### config.mk
export PLATFORM = sky130hd
export DESIGN_NAME = regfile_wb_arbiter_flat
export DESIGN_NICKNAME = d
export VERILOG_FILES = /design/src/rtl/wb_pkg.sv /design/src/rtl/regfile_wb_arbiter_if.sv /design/src/rtl/regfile_wb_arbiter_rr_arbiter.sv /design/src/rtl/regfile_wb_arbiter.sv /design/src/flat_wrapper.sv
export SDC_FILE = /design/constraint.sdc
export NUM_CORES = 1
export LEC_CHECK = 0
export BUFFER_PORTS_ARGS = -buffer_cell sky130_fd_sc_hd__buf_2
export CORE_UTILIZATION = 30
export DETAILED_ROUTE_END_ITERATION = 16
export GPL_TIMING_DRIVEN = 1
export SLEW_MARGIN = 0
export SYNTH_ARGS = -nofsm -noshare
export SYNTH_HDL_FRONTEND = slang
export SYNTH_SLANG_ARGS = --single-unit
### constraint.sdc
create_clock -name Clock -period 19.9 [get_ports Clock]
set_input_delay 1.99 -clock Clock [delete_from_list [all_inputs] [get_ports Clock]]
set_output_delay 1.99 -clock Clock [all_outputs]
set_load 0.02 [all_outputs]
### src/rtl/wb_pkg.sv
// Shared constants for the register-file writeback arbiter.
package wb_pkg;

    localparam int NREQ = 3;
    localparam int AW   = 5;
    localparam int DW   = 32;

    // Requester slots on the shared write port
    localparam int REQ_ALU    = 0;
    localparam int REQ_LOAD   = 1;
    localparam int REQ_MULDIV = 2;

endpackage

### src/rtl/regfile_wb_arbiter_if.sv
// Writeback request bus: requesters drive Req/Req_addr/Req_data, the arbiter answers with Gnt.
interface regfile_wb_arbiter_if #(
    parameter int NREQ = wb_pkg::NREQ,
    parameter int AW   = wb_pkg::AW,
    parameter int DW   = wb_pkg::DW
);
    logic [NREQ-1:0]    Req;
    logic [NREQ*AW-1:0] Req_addr;
    logic [NREQ*DW-1:0] Req_data;
    logic [NREQ-1:0]    Gnt;

    modport master (output Req, output Req_addr, output Req_data, input Gnt);
    modport slave  (input Req, input Req_addr, input Req_data, output Gnt);
endinterface

### src/rtl/regfile_wb_arbiter_rr_arbiter.sv
// Round-robin arbiter: combinational one-hot grant, pointer advances past the winner.
module rr_arbiter #(
    parameter int NREQ = 3
) (
    input  logic            Clock,
    input  logic            Reset,
    input  logic [NREQ-1:0] Req,
    output logic [NREQ-1:0] Gnt
);
    localparam int PW = (NREQ > 1) ? $clog2(NREQ) : 1;

    logic [PW-1:0] ptr_q, ptr_d;
    logic          found;
    int            idx;

    // Search from the priority pointer upward (mod NREQ); first active request wins.
    always_comb begin
        // NOTE: every output is given a default before the search so no path can infer a latch.
        Gnt   = '0;
        ptr_d = ptr_q;
        found = 1'b0;
        idx   = 0;
        for (int k = 0; k < NREQ; k++) begin
            idx = (int'(ptr_q) + k) % NREQ;
            if (!found && Req[idx[PW-1:0]]) begin
                Gnt[idx[PW-1:0]] = 1'b1;
                ptr_d            = PW'((idx + 1) % NREQ);
                found            = 1'b1;
            end
        end
        // Nothing is accepted while reset is held
        if (Reset) begin
            Gnt   = '0;
            ptr_d = ptr_q;
        end
    end

    // Priority pointer register
    always_ff @(posedge Clock) begin
        // NOTE: state registers use non-blocking assignment so every flop samples pre-edge values.
        if (Reset) ptr_q <= '0;
        else       ptr_q <= ptr_d;
    end

endmodule

### src/rtl/regfile_wb_arbiter.sv
// Register-file writeback arbiter: round-robin grant, registered write port, busy scoreboard.
module regfile_wb_arbiter #(
    parameter int NREQ = wb_pkg::NREQ,
    parameter int AW   = wb_pkg::AW,
    parameter int DW   = wb_pkg::DW
) (
    input  logic                 Clock,
    input  logic                 Reset,
    regfile_wb_arbiter_if.slave  wb,
    output logic                 Write,
    output logic [AW-1:0]        W_addr,
    output logic [DW-1:0]        Data,
    input  logic                 Issue,
    input  logic [AW-1:0]        Issue_addr,
    input  logic [AW-1:0]        A_addr,
    input  logic [AW-1:0]        B_addr,
    output logic                 A_busy,
    output logic                 B_busy,
    output logic [(2**AW)-1:0]   Busy
);
    logic [NREQ-1:0]     gnt;
    logic                write_q, write_d;
    logic [AW-1:0]       waddr_q, waddr_d;
    logic [DW-1:0]       data_q,  data_d;
    logic [(2**AW)-1:0]  busy_q,  busy_d;

    rr_arbiter #(.NREQ(NREQ)) u_arb (
        .Clock (Clock),
        .Reset (Reset),
        .Req   (wb.Req),
        .Gnt   (gnt)
    );

    assign wb.Gnt = gnt;

    // Select the granted slice; r0 targets are consumed without a write pulse.
    always_comb begin
        write_d = 1'b0;
        waddr_d = waddr_q;
        data_d  = data_q;
        for (int i = 0; i < NREQ; i++) begin
            if (gnt[i]) begin
                waddr_d = wb.Req_addr[i*AW +: AW];
                data_d  = wb.Req_data[i*DW +: DW];
                write_d = (wb.Req_addr[i*AW +: AW] != '0);
            end
        end
    end

    // Scoreboard update: clear on commit, then set on issue so a new producer wins.
    always_comb begin
        busy_d = busy_q;
        if (write_q) busy_d[waddr_q] = 1'b0;
        if (Issue && (Issue_addr != '0)) busy_d[Issue_addr] = 1'b1;
    end

    // Write-port and scoreboard registers
    always_ff @(posedge Clock) begin
        if (Reset) begin
            write_q <= 1'b0;
            waddr_q <= '0;
            data_q  <= '0;
            // NOTE: the busy bitmap is control state, not storage, so it must be cleared by reset.
            busy_q  <= '0;
        end else begin
            write_q <= write_d;
            waddr_q <= waddr_d;
            data_q  <= data_d;
            busy_q  <= busy_d;
        end
    end

    assign Write  = write_q;
    assign W_addr = waddr_q;
    assign Data   = data_q;
    assign Busy   = busy_q;
    assign A_busy = busy_q[A_addr];
    assign B_busy = busy_q[B_addr];

endmodule

### src/flat_wrapper.sv
// flat-port wrapper written by rule: the top's interface ports become plain ports
module regfile_wb_arbiter_flat 
#(
    parameter int NREQ = wb_pkg::NREQ,
    parameter int AW   = wb_pkg::AW,
    parameter int DW   = wb_pkg::DW
)
  (Clock, Reset, Write, W_addr, Data, Issue, Issue_addr, A_addr, B_addr, A_busy, B_busy, Busy, wb_Req, wb_Req_addr, wb_Req_data, wb_Gnt);
  regfile_wb_arbiter_if #(.NREQ(NREQ), .AW(AW), .DW(DW)) wb_i ();
  input  logic Clock;
  input  logic Reset;
  output logic Write;
  output logic [AW-1:0] W_addr;
  output logic [DW-1:0] Data;
  input  logic Issue;
  input  logic [AW-1:0] Issue_addr;
  input  logic [AW-1:0] A_addr;
  input  logic [AW-1:0] B_addr;
  output logic A_busy;
  output logic B_busy;
  output logic [(2**AW)-1:0] Busy;
  input wire logic [$bits(wb_i.Req)-1:0] wb_Req;
  input wire logic [$bits(wb_i.Req_addr)-1:0] wb_Req_addr;
  input wire logic [$bits(wb_i.Req_data)-1:0] wb_Req_data;
  output wire logic [$bits(wb_i.Gnt)-1:0] wb_Gnt;
  assign wb_i.Req = wb_Req;
  assign wb_i.Req_addr = wb_Req_addr;
  assign wb_i.Req_data = wb_Req_data;
  assign wb_Gnt = wb_i.Gnt;
  regfile_wb_arbiter #(.NREQ(NREQ), .AW(AW), .DW(DW)) u_core (.Clock(Clock), .Reset(Reset), .wb(wb_i), .Write(Write), .W_addr(W_addr), .Data(Data), .Issue(Issue), .Issue_addr(Issue_addr), .A_addr(A_addr), .B_addr(B_addr), .A_busy(A_busy), .B_busy(B_busy), .Busy(Busy));
endmodule
==> results of run 1 <==
[synthesized netlist by cell type, drive strengths merged (13+ instances only)]
cell     n  area, um^2
a211oi  42         325
a21oi   76         380
buf     13        81.3
clkbuf  34         128
dfxtp   72        1440
ha      16         200
inv     17        63.8
mux2i   43         430
mux4    20         450
nand2   42         158
nor2    97         364
o21ai   42         210
[critical path, stage by stage]
cell and delay (ns):
buf_2 0.14, mux2i_1 0.11, o22ai_1 0.79, a31oi_1 0.18, or2_2 0.37, inv_1 0.18
ha_1 0.33, nor3_1 0.56, a41oi_4 0.27, mux2_2 0.35, a21oi_1 0.19, or2_2 0.15
inv_1 0.05, ha_1 0.26, or3_1 0.53, xnor2_2 0.21, ha_1 0.27, a2111oi_2 0.43
xnor2_1 0.13, ha_1 0.19, nor2_1 0.09, o221ai_1 0.12, a211oi_2 0.30, mux2i_1 0.23
a211oi_1 0.09
[worst min-delay path by stage]
stage,cells past startpoint,end,from
6_report,2,u_core.Data[15],u_core.Data[15]
5_1_grt,2,u_core.Data[15],u_core.Data[15]
4_1_cts,2,u_core.Data[15],u_core.Data[15]
3_5_place_dp,2,u_core.Data[15],u_core.Data[15]
3_3_place_gp,2,u_core.Data[24],u_core.Data[24]
2_1_floorplan,2,u_core.u_arb.ptr_q[0],u_core.u_arb.ptr_q[0]
[per-stage QoR]
step                      hold WS (ns)  std cells  power (uW)  utilization
after detailed placement         0.471       1040        1000        0.375
final                            0.477       1055        1170        0.392
after CTS                        0.482       1055        1170        0.392
after global placement           0.463       1040        1000        0.375
after global routing             0.507       1055        1270        0.392
after floorplan                  0.541        652         843            -
[report_power, final]
group | switching [uW] | total, uW | leakage [uW] | internal [uW]
Combinational | 467 | 790 | 0.00220 | 323
Sequential | 31.3 | 214 | 0.000588 | 183
Clock | 62.1 | 162 | 0.000148 | 99.7
[metal layers]
metal / share of wire / global-route usage / wire (um) / vias to the layer above
met5: 0 / 0 / 0 / -
met4: 0.0087 / 0.0393 / 147 / 0
met3: 0.061 / 0.0419 / 1030 / 12
met2: 0.47 / 0.293 / 7900 / 196
met1: 0.46 / 0.238 / 7740 / 2504
li1: - / - / - / 2770
[cells in the final DEF (no fill, tap or decap), drive strengths merged, types with 2 or more instances in the layout]
| master | n |
|---|---|
| o21bai | 2 |
| mux4 | 20 |
| a21o | 3 |
| o21ai | 42 |
| nand3 | 12 |
| nor2 | 97 |
| or3 | 8 |
| a22oi | 3 |
| clkbuf | 10 |
| clkinv | 4 |
| a21oi | 76 |
| nor4 | 4 |
| and3b | 4 |
| o211ai | 5 |
| a31oi | 7 |
| nor2b | 2 |
| and3 | 2 |
| inv | 17 |
| or4 | 5 |
| dfxtp | 72 |
| nand2b | 4 |
| or3b | 5 |
| nand2 | 42 |
| nand3b | 7 |
| or2 | 4 |
| a221oi | 2 |
| ha | 16 |
| mux2 | 9 |
| a21boi | 2 |
| o21a | 2 |
| nor3 | 8 |
| a211oi | 42 |
| xnor2 | 11 |
| o22ai | 2 |
| nor3b | 6 |
| mux2i | 43 |
| buf | 210 |
[registers in the layout (all words and copies together), names as in the netlist]
name and flops:
u_core.Busy 32, u_core.Data 32, u_core.W_addr 5, u_core.Write 1, u_core.u_arb.ptr_q 2
[cell type report]
cell class | instances | area [um^2] | share of cell area
timing repair buffer | 210 | 1060 | 0.156
clock inverter | 5 | 57.6 | 0.00846
tap | 225 | 282 | 0.0414
clock buffer | 10 | 239 | 0.0351
sequential | 72 | 1440 | 0.212
inverter | 17 | 63.8 | 0.00937
multi-input combinational | 516 | 3660 | 0.538
[kinds of logic (layout without fill, tap and decap cells)]
kind of cell               count (synthesis)  in the layout  share of synthesized area
AOI/OAI and AO/OA                        203            203                      0.241
xor gates and xnor gates                  11             11                     0.0194
adders and majority gates                 16             16                     0.0373
buffers and inverters                     64            242                     0.0508
DFF                                       72             72                      0.269
muxes                                     72             72                      0.185
and+or+nand+nor                          214            214                      0.198
==> run metrics, run 1 <==
Total Routing Usage GR 0.179; Rows 48; Critical path destination u_core.u_arb.ptr_q[1]; Congestion Overflow GR 0; Final HPWL DP 12800 um; number of distinct library cells after synthesis 70; worst slew pin tran 1.19 ns; Slew Limit Fails 0; starting density of the core 0.309; Max Fclk 120 MHz; Seq/Total Area, Yosys 0.269; min setup slack post-route 11.54 ns; fin area 6810 um^2; die footprint 18400 um^2; Via-to-Cell Ratio 5.20; layout cells sized above 1 0.336; core area 17400 um^2; period utilization 0.420; synth warn 0; Required @ worst endpoint 20.08 ns; Post-Syn Area 5360 um^2; CTS Buf Count 9; Post-Syn Area per Cell 8.23 um^2; vias 5482; critical path class in -> reg; drt pass-1 iters 5; setup repair bufs after CTS 0; antenna violations before repair 0; Placed Area 6510 um^2; Slew headroom 0.204; R2R depth 26; final total negative setup slack 0 ns; critical path endpoint category flop; class of the worst hold path reg -> reg; DRC Markers 0; wire per inst 15.9 um; PortBufs 206; Die Wd 136 um; Final Setup Violations 0; highest ir drop seen on vdd 145 uV; Static Leakage 0.00294 uW; Async SR Flop Fraction 0; Worst R2R Start u_core.u_arb.ptr_q[1]; Antenna Nets Post-Route 0; clock transition at the registers of the reported paths 0.06 ns; Placement Setup Slack 11.27 ns; Data arrival, critical path 8.54 ns; vias in the first global route 4879; Setup crit start kind input port; CTS Root Cell clkbuf_16; Routed WL 16800 um; clk buf depth 2; clk sinks 72; pwr/cell area 171 nW/um^2; clk_lat worst skew 0.34 ns; first-pass GRT wire length 25900 um; # hold bufs at CTS 0; CTS tree yes; initial drt markers 370; Layout Skew 0.00596 ns; status complete, no violations; PostCTS Resize Cnt 0; reg-to-reg slack, setup 12.17 ns; r2r endpoint u_core.u_arb.ptr_q[1]; largest net degree at the start of global routing 76; RePlAce Congestion 0.853; # fillers 1794; Die Ht 136 um; register bit total from synthesis 72; minimum clock period 8.36 ns; unrepaired setup endpoints after global routing false; Top FF cell, synth dfxtp_1; H-tree levels 3; Final Hold Vio Count 0; # IOs 207; Max-Cap Viols 0; nets 974; Layout area overhead 26.9%; Synth Net Count 800; Post-synth EDFFs 0; Ant. Diodes 0; CP Launch Point wb_Req[1]; Crit Path Max Fanout 14; Syn Inst Count 652
Power figures use the tool's default switching activity.
==> run 2, diff against run 1 <==
clock period = 7.5 ns   (was 19.9 ns; I/O delays follow)
==> run 2 against run 1 <==
  * Combinational power grew to 2.8 times the previous value
  * Clock skew is 0.0019 ns higher
  * Clock-buffer cell count unchanged
  * Cell area grew 1.7%
  * Setup slack got worse by 11 ns
  * Via count increased by 2.5%
  * Worst hold slack improved by 0.0024 ns
  * Critical path depth grew 2
  * First-iteration DRC count fell by 4.3%
  * Die area is the same
  * Largest power group unchanged
  * Sequential share of layout area down 0.33 points
  * Sequential power grew to 2.6 times the previous value
==> run metrics, run 2 (synthesis gave the netlist of run 1 again) <==
CTS Buf Count 9 (unchanged); Antenna Nets Post-Route 0 (unchanged); Static Leakage 0.00299 uW (+1.5%); die footprint 18400 um^2 (unchanged); wire length on met2 8090 um (+2.4%); wire per inst 16.1 um (+0.88%); Sw Share 0.471 (-0.00921); Comb power frac 0.673 (-0.004); final total negative setup slack 0 ns (unchanged); PortBufs 206 (unchanged); Congestion Overflow GR 0 (unchanged); Die Wd 136 um (unchanged); Via-to-Cell Ratio 5.29 (+1.8%); drt pass-1 iters 5 (unchanged); area of the multi-input gates 3680 um^2 (+0.55%); largest net degree at the start of global routing 76 (unchanged); initial drt markers 354 (-4.3%); RePlAce Congestion 0.846 (-0.82%); clock transition at the registers of the reported paths 0.05 ns (about the same); pwr/cell area 471 nW/um^2 (+170%); CTS tree yes; Max-Cap Viols 0 (unchanged); # fillers 1785 (-0.50%); Switch Pwr 1530 uW (+170%); clk sinks 72 (unchanged); clk buf depth 2 (unchanged); # IOs 207 (unchanged); critical path class reg -> reg; layout cells sized above 1 0.344 (+0.00794); status complete, no violations; WL met3 1140 um (+11%); nets 980 (+0.62%); Layout area overhead 29.0%; most frequent CP cell ha_1; worst slew pin tran 1.18 ns (-0.0103 ns); highest ir drop seen on vdd 557 uV (+280%); starting density of the core 0.309 (unchanged); class of the worst hold path reg -> reg; critical path endpoint category flop; Routed WL 17100 um (+1.6%); uppermost layer routed met4; reg-to-reg slack, setup 0.52 ns (-11.65 ns); final total power 3260 uW (+180%); Slew Limit Fails 0 (unchanged); CP max stage cell or4_1; Die Ht 136 um (unchanged); Required @ worst endpoint 7.68 ns (-12.40 ns); antenna violations before repair 0 (unchanged); Ant. Diodes 0 (unchanged); Clock power frac 0.153 (+0.014); vias in the first global route 4958 (+1.6%); core area 17400 um^2 (unchanged); minimum clock period 6.98 ns; Final HPWL DP 12900 um (+0.79%); Max Fclk 143 MHz; vias 5618 (+2.5%); Final Hold Vio Count 0 (unchanged); Total Routing Usage GR 0.180 (+0.000676); CTS Root Cell clkbuf_16; FF/Latch Area 1440 um^2 (about the same); first-pass GRT wire length 26200 um (+1.2%); clk_lat worst skew 0.34 ns (about the same); Internal Dissipation 1720 uW (+180%); Rows 48 (unchanged); sequential power share 0.174 (-0.010); Crit Path Max Fanout 10 (-4); Final Setup Violations 0 (unchanged); most common cell after layout, fill and taps aside buf_2; Setup crit start kind flop; H-tree levels 3 (unchanged); Metal-1 WL 7700 um (-0.63%); DRC Markers 0 (unchanged); period utilization 0.931; most frequent cells in the layout buf_2, nor2_1, a21oi_1; Layout Skew 0.00783 ns (+0.00186 ns); Slew headroom 0.211 (+0.00691); Data arrival, critical path 7.16 ns (-1.38 ns); Worst path max stage delay 0.52 ns (-0.27 ns)
-- run 2: changes by cell type in the layout (fill, tap and decap cells not counted), sizes merged --
cell      before  now
clkinvlp       0    1
bufinv         1    3
buf          210  216
clkinv         4    1
inv           17   18
-- run 2: metrics by stage --
step	util	std cells	instance area [um^2]	setup slack (ns)	hold WS (ns)
6_report	0.399	1062	6920	0.520	0.479
5_1_grt	0.399	1062	6920	-0.00206	0.507
4_1_cts	0.397	1062	6900	0.342	0.485
3_5_place_dp	0.378	1046	6560	0.399	0.470
3_3_place_gp	0.378	1046	6560	0.549	0.463
2_1_floorplan	-	652	5360	0.872	0.541
-- run 2: final timing paths --
check	start	endpoint	cells after the start
setup / recovery	u_core.u_arb.ptr_q[1]	u_core.u_arb.ptr_q[1]	27
hold / removal	u_core.Data[13]	u_core.Data[13]	2
setup reg to reg	u_core.u_arb.ptr_q[1]	u_core.u_arb.ptr_q[1]	27
hold reg to reg	u_core.Data[13]	u_core.Data[13]	2
-- run 2: worst max-delay path: cells and delay by family, from the launching register on --
| kind | cells | cell delay [ns] |
|---|---|---|
| xor gates and xnor gates | 2 | 0.31 |
| buffers and inverters | 3 | 0.29 |
| adders and majority gates | 5 | 1.41 |
| DFF | 1 | 0.37 |
| and+or+nand+nor | 5 | 1.43 |
| AOI/OAI and AO/OA | 9 | 2.24 |
| muxes | 3 | 0.76 |
-- run 2: cell type report --
type	instances	area share
Clock buffer	10	0.0331
Multi-Input combinational cell	516	0.532
Clock inverter	6	0.0166
Inverter	17	0.00922
Sequential cell	72	0.208
Timing Repair Buffer	216	0.160
Tap cell	225	0.0407
-- run 2: power groups by stage --
| stage | clock, uW | combinational [uW] | sequential, uW |
|---|---|---|---|
| after floorplan | 0 | 1570 | 665 |
| after global placement | 0 | 2140 | 569 |
| after detailed placement | 0 | 2130 | 571 |
| after CTS | 508 | 2150 | 566 |
| after global routing | 527 | 2420 | 583 |
| final | 498 | 2190 | 567 |
-- run 2: per-layer routing --
layer,track usage,up-vias
li1,-,2775
met1,0.244,2612
met2,0.287,219
met3,0.0404,12
met4,0.0431,0
met5,0,-
-- run 2: repair_timing --
item                                    4_1_cts  5_1_grt
buffers inserted                              0        0
endpoints found under the setup margin        0        2
hold buffers                                  0        0
gates resized for setup                       0        4
